`src/rtl/ex_sequencer.sv`:
```
// Execute-stage issue/control sequencer: decoder handshake, queue-full stalls,
// zone write strobes, fault/redirect vectoring, wrong-path skip and retire count.
module ex_sequencer #(
    parameter int                C_XLEN     = 32,
    parameter logic [C_XLEN-1:0] C_TRAP_VEC = '0
) (
    input  logic              clk_i,
    input  logic              reset_i,
    input  logic              clk_en_i,
    input  logic              ids_dav_i,
    output logic              ids_ack_o,
    input  logic              ids_sofr_i,
    input  logic              ids_ins_ferr_i,
    input  logic              ids_ins_uerr_i,
    input  logic              ids_cond_i,
    input  logic              ids_jump_i,
    input  logic [1:0]        ids_zone_i,
    input  logic [C_XLEN-1:0] ids_pc_i,
    input  logic [C_XLEN-1:0] ids_target_i,
    input  logic              lsq_lq_full_i,
    input  logic              lsq_sq_full_i,
    output logic              regd_wr_o,
    output logic              lsq_lq_wr_o,
    output logic              lsq_sq_wr_o,
    output logic              hvec_vec_strobe_o,
    output logic [C_XLEN-1:0] hvec_vec_o,
    output logic [C_XLEN-1:0] hvec_pc_o,
    output logic [63:0]       instret_o
);

    localparam logic [1:0] ZONE_LOADQ  = 2'd2;
    localparam logic [1:0] ZONE_STOREQ = 2'd3;

    typedef enum logic {
        ST_RUN  = 1'b0,
        ST_SKIP = 1'b1
    } state_t;

    state_t            state_reg;
    logic [3:1]        zone_wr_reg;
    logic              vec_strobe_reg;
    logic [C_XLEN-1:0] vec_reg;
    logic [C_XLEN-1:0] vec_pc_reg;
    logic [63:0]       instret_reg;

    logic              in_run;
    logic              on_path;
    logic              block;
    logic              exec;
    logic              fault;
    logic              retire;
    logic              commit;
    logic              vec_take;
    logic [C_XLEN-1:0] cause_off;
    logic [C_XLEN-1:0] fault_vec;
    logic [C_XLEN-1:0] vec_next;
    logic [3:1]        zone_hit;

    assign in_run  = (state_reg == ST_RUN);
    // A sofr instruction is the first one back on the correct path after a redirect.
    assign on_path = in_run | ids_sofr_i;

    assign block = ((ids_zone_i == ZONE_LOADQ)  & lsq_lq_full_i) |
                   ((ids_zone_i == ZONE_STOREQ) & lsq_sq_full_i);

    // Wrong-path instructions are drained even into a full queue since they never write it.
    assign ids_ack_o = clk_en_i & ids_dav_i & ~reset_i & ~(block & on_path);

    assign exec     = ids_ack_o & on_path;
    assign fault    = ids_ins_ferr_i | ids_ins_uerr_i;
    assign retire   = exec & ~fault;
    assign commit   = retire & ids_cond_i;
    assign vec_take = exec & (fault | (ids_cond_i & ids_jump_i));

    // Fetch error outranks an undefined instruction: cause 1 vs cause 2.
    assign cause_off = ids_ins_ferr_i ? C_XLEN'(4) : C_XLEN'(8);
    assign fault_vec = C_TRAP_VEC + cause_off;
    assign vec_next  = fault ? fault_vec : ids_target_i;

    genvar gi;
    generate
        for (gi = 1; gi <= 3; gi++) begin : g_zone
            assign zone_hit[gi] = commit & (ids_zone_i == 2'(gi));
        end
    endgenerate

    always_ff @(posedge clk_i) begin
        if (reset_i) begin
            state_reg      <= ST_RUN;
            zone_wr_reg    <= '0;
            vec_strobe_reg <= 1'b0;
            vec_reg        <= '0;
            vec_pc_reg     <= '0;
            instret_reg    <= '0;
        end else if (clk_en_i) begin
            zone_wr_reg    <= zone_hit;
            vec_strobe_reg <= vec_take;
            if (vec_take) begin
                vec_reg    <= vec_next;
                vec_pc_reg <= ids_pc_i;
            end
            if (retire) begin
                instret_reg <= instret_reg + 64'd1;
            end
            if (exec) begin
                state_reg <= vec_take ? ST_SKIP : ST_RUN;
            end
        end
    end

    assign regd_wr_o         = zone_wr_reg[1];
    assign lsq_lq_wr_o       = zone_wr_reg[2];
    assign lsq_sq_wr_o       = zone_wr_reg[3];
    assign hvec_vec_strobe_o = vec_strobe_reg;
    assign hvec_vec_o        = vec_reg;
    assign hvec_pc_o         = vec_pc_reg;
    assign instret_o         = instret_reg;

endmodule

```
`config.mk`:
```
export PLATFORM = sky130hd
export DESIGN_NAME = ex_sequencer
export DESIGN_NICKNAME = d
export VERILOG_FILES = /design/src/rtl/ex_sequencer.sv
export SDC_FILE = /design/constraint.sdc
export NUM_CORES = 1
export LEC_CHECK = 0
export CELL_PAD_IN_SITES_DETAIL_PLACEMENT = 1
export CELL_PAD_IN_SITES_GLOBAL_PLACEMENT = 2
export CORE_ASPECT_RATIO = 0.5
export CORE_MARGIN = 3
export CORE_UTILIZATION = 27
export CTS_CLUSTER_SIZE = 10
export DETAILED_ROUTE_END_ITERATION = 8
export GPL_ROUTABILITY_DRIVEN = 0
export PLACE_DENSITY_LB_ADDON = 0.1
export SYNTH_ARGS = -nofsm -noshare
export SYNTH_HDL_FRONTEND = slang
export SYNTH_SLANG_ARGS = --single-unit
```
`constraint.sdc`:
```
create_clock -name clk_i -period 4.4 [get_ports clk_i]
set_input_delay 0.66 -clock clk_i [delete_from_list [all_inputs] [get_ports clk_i]]
set_output_delay 0.66 -clock clk_i [all_outputs]
set_load 0.02 [all_outputs]
```
==> run summary <==
The number of optimization iterations in the first detailed-route pass came out at 4. The post-synth net total is 725. The share of final-layout standard cells stronger than drive strength 1 is under 10%. From synthesis to final layout, the design area changed by 53.7%.

The post-route cell area came out at roughly 8600 um2. The register with the most flip-flops in the layout has 64 of them. The worst hold path belongs to the class flip-flop to flip-flop. The number of maximum-capacitance violations came out at 0. The routed length per instance came out at between 15 and 20 um.

Between clock sinks in the finished design, the worst skew comes to around 0.0055 ns. The floorplan step defined a die boundary enclosing 22,500 um2. The analysis attributes to net switching a power of between 600 and 700 uW. The total clock buffers created by CTS came out at 17. Yosys attributes the largest share of cell area to dfxtp_1 48%, a21oi_1 7.2%, nand2_1 6.6%. The final routed DRC violation total is 0. The cell count after synthesis is around 650.

The final hold violation count was 0. Entering global routing, the biggest net connects 61 pins. The total leakage power came out at ~0.0027 uW. The count of port buffers added during placement is 209. The setup total negative slack came out at 0 ns.

The worst setup path is launched from a primary input. The part of the power in combinational logic is ~5.6%. In this run the critical register-to-register path is captured at instret_o[46].

The number of placed I/O pins is 210. The shortest period the worst path allows came out at 3.39 ns. The area fraction in and, or, nand and nor cells after synthesis came out at 27.5%. The clock tree synthesis step divided the H-tree into 4 levels. The total core area is 19,900 um2. The run finished with clean final reports.

The number of enable flip-flop cells after synthesis came out at 0. The number of cells on the worst reg-to-reg path came out at 5. The unique cell type count in the Yosys netlist came out at 45. The launching point of the worst reg2reg path is instret_o[24]. The parity-gate share of the synthesized area counting xor and xnor cells is under 10%. The fmax is approximately 300 MHz. The total inserted antenna cells is 0. The number of gates resized after CTS was 0.

The share of the yosys chip area belonging to registers is 47.8%. The number of sinks driven by the clock tree is around 130. By startpoint and endpoint, the worst setup path is classified as primary input to output port. The register-to-register path setup slack is roughly 1.7 ns. TritonCTS built the clock tree. The worst path required time came out at between 3 and 4 ns.

The number of buffers inserted by hold repair at cts is 0. Once placement finished, the instance area stood at 7930 um2. The net total in the final layout came out at a little over 900. In this run the clock root is driven by a clkbuf_16. The initial antenna violation count is 2. The die is between 100 and 150 um tall. Net switching is a little over a fifth of the power. The number of core rows came out at 36. Per report_power, the sequential group accounts for approximately two fifths of the total. The number of warnings reported in the yosys synthesis log came out at 0. For this block, the via count after detailed routing is approximately 5,700. Cell internal power was estimated by the tool at approximately 2300 uW. Buffers added to address setup during post-CTS repair amount to 0. Measured against the total synthesized area, the mux share comes to 0.561%.

The arithmetic-cell share of the synthesized area counting full adders, half adders and majority gates came out at less than 1%. The initial cell density of the core came out at 28.0%. The predominant post-synthesis flop cell is dfxtp_1.

The horizontal die dimension is ~210 um. In this run the worst setup path begins at ids_zone_i[0]. The relative contribution of the clock network to total power came out at about 53%. The post-synthesis instance area is 5570 um2. Headroom to the max-slew limit came out at a little under two fifths. The total power divided by cell area is 344 nW/um2. The HPWL after detailed placement is 14,700 um. In the layout the commonest cells are 208 x clkdlybuf4s50_1, 133 x dfxtp_1, 98 x nand2_1. The clock slew seen by the registers of the worst setup and hold paths came out at roughly 0.06 ns.

The dominant cell type by area after synthesis is dfxtp_1. The clock insertion delay at the later pin of the skew report is roughly 0.42 ns. The number of antenna-violating nets in the routed design came out at 0. Fill cells in the final layout number about 2,300. The final critical-path share of the clock period came out at ~77%. The first-pass GRT wire length is 32,500 um. The vias per cell is roughly 5.0.

Setup repair after global routing left no endpoint under its margin. The tightest hold path in the finished design has a slack of around 0.46 ns. The most common cell after layout, fill and taps aside is clkdlybuf4s50_1. The worst setup path is captured at an output port. In the global route stage, overall resource usage came out at a little under a fifth.

The synthesized-area fraction occupied by ao, oa, aoi and oai cells came out at 17.4%. The via count of the first global-routing pass is ~5,800. The most critical setup path has its endpoint at ids_ack_o. The synthesized area per cell came out at ~8.6 um2. By area, the combinational part of the netlist is dominated by simple AND/OR/NAND/NOR gates.

The maximum vdd drop came out at around 230 uV. The post-route worst setup slack is about 1.0 ns. The slew at the pin closest to its max-slew limit is between 0.9 and 1 ns.

The final global-route overflow total came out at 0. In this run, the number of DRC markers left after iteration 0 of detailed routing was approximately 220. The register bit total from synthesis came out at 133.

The number of pins with negative max-slew slack in the final report is 0. The final-report setup violation count is 0. The sum of routed wire length over all layers came out at between 20,000 and 25,000 um. The maximum net fanout on the critical path came out at 5. The share of the synthesized area in the top cell type is 47.8%.

Counting flops with an async set or reset pin after synthesis yields a share of 0%. Data arrives at the worst endpoint at approximately 2.7 ns. The number of buffers between clock root and the deepest sink came out at 2. The worst-case setup slack after placement is just over 0.9 ns.
worst max-delay path, stage by stage:
cell	delay [ns]
clkdlybuf4s50_1	0.56
mux2_2	0.37
a311oi_1	0.43
clkdlybuf4s50_1	0.71
cells in the mapped netlist, types with 2 or more instances:
| library cell | count |
|---|---|
| dfxtp_1 | 133 |
| nand2_1 | 98 |
| a21oi_1 | 80 |
| clkbuf_1 | 35 |
| nor2_1 | 34 |
| a22o_1 | 30 |
| nand4_1 | 28 |
| nand3_1 | 24 |
| o21ai_0 | 21 |
| or3_1 | 21 |
| or4_1 | 15 |
| xnor2_1 | 13 |
| o31ai_1 | 12 |
| inv_1 | 11 |
| nor3_1 | 11 |
| and3_1 | 8 |
| and4_1 | 8 |
| nor4_1 | 8 |
| xor2_1 | 8 |
| and2_1 | 6 |
| nand2b_1 | 6 |
| o41ai_1 | 5 |
| nand4b_1 | 3 |
| nand4bb_1 | 3 |
| nor4_2 | 3 |
| a31o_2 | 2 |
| mux2i_1 | 2 |
| nand3b_1 | 2 |
power by group through the flow:
stage / registers [uW] / logic (uW) / clock network (uW)
final: 1220 / 164 / 1560
after global routing: 1220 / 177 / 1660
after CTS: 1220 / 167 / 1600
after detailed placement: 1250 / 166 / 0
after global placement: 1250 / 164 / 0
after floorplan: 1260 / 42.9 / 0
layer usage:
layer	GRT usage [%]	up-vias	routed length (um)
met4	6.11	4	312
li1	-	2766	-
met2	28.4	125	9100
met3	7.89	23	1680
met1	23.2	2755	9600
met5	0	-	40
layout make-up:
| class | count | area, um2 | area share (%) |
|---|---|---|---|
| Multi-Input combinational cell | 467 | 2740 | 32.0 |
| Sequential cell | 133 | 2660 | 31.1 |
| Timing Repair Buffer | 218 | 2160 | 25.2 |
| Clock buffer | 22 | 454 | 5.30 |
| Tap cell | 266 | 333 | 3.89 |
| Clock inverter | 10 | 178 | 2.07 |
| Inverter | 11 | 41.3 | 0.482 |
stage by stage:
stage,total power (uW),utilization [%],std cells
after CTS,2990,43.1,1127
after detailed placement,1410,39.9,1095
after global routing,3050,43.1,1127
after global placement,1410,39.9,1095
final,2950,43.1,1127
after floorplan,1300,-,647
kinds of logic after synthesis:
logic type	Yosys count
buf+inv	47
fa+ha+maj	1
compound gates	156
mux	3
flops	133
xor+xnor	21
simple gates	286
how the worst min path moves through the flow:
stage	startpoint	to	cells after the start
5_1_grt	hvec_pc_o[16]	hvec_pc_o[16]	2
6_report	hvec_pc_o[5]	hvec_pc_o[5]	2
3_5_place_dp	hvec_pc_o[14]	hvec_pc_o[14]	2
4_1_cts	hvec_pc_o[6]	hvec_pc_o[6]	2
3_3_place_gp	hvec_vec_o[3]	hvec_vec_o[3]	2
2_1_floorplan	state_reg	state_reg	2
(Power assumes the default switching activity.)
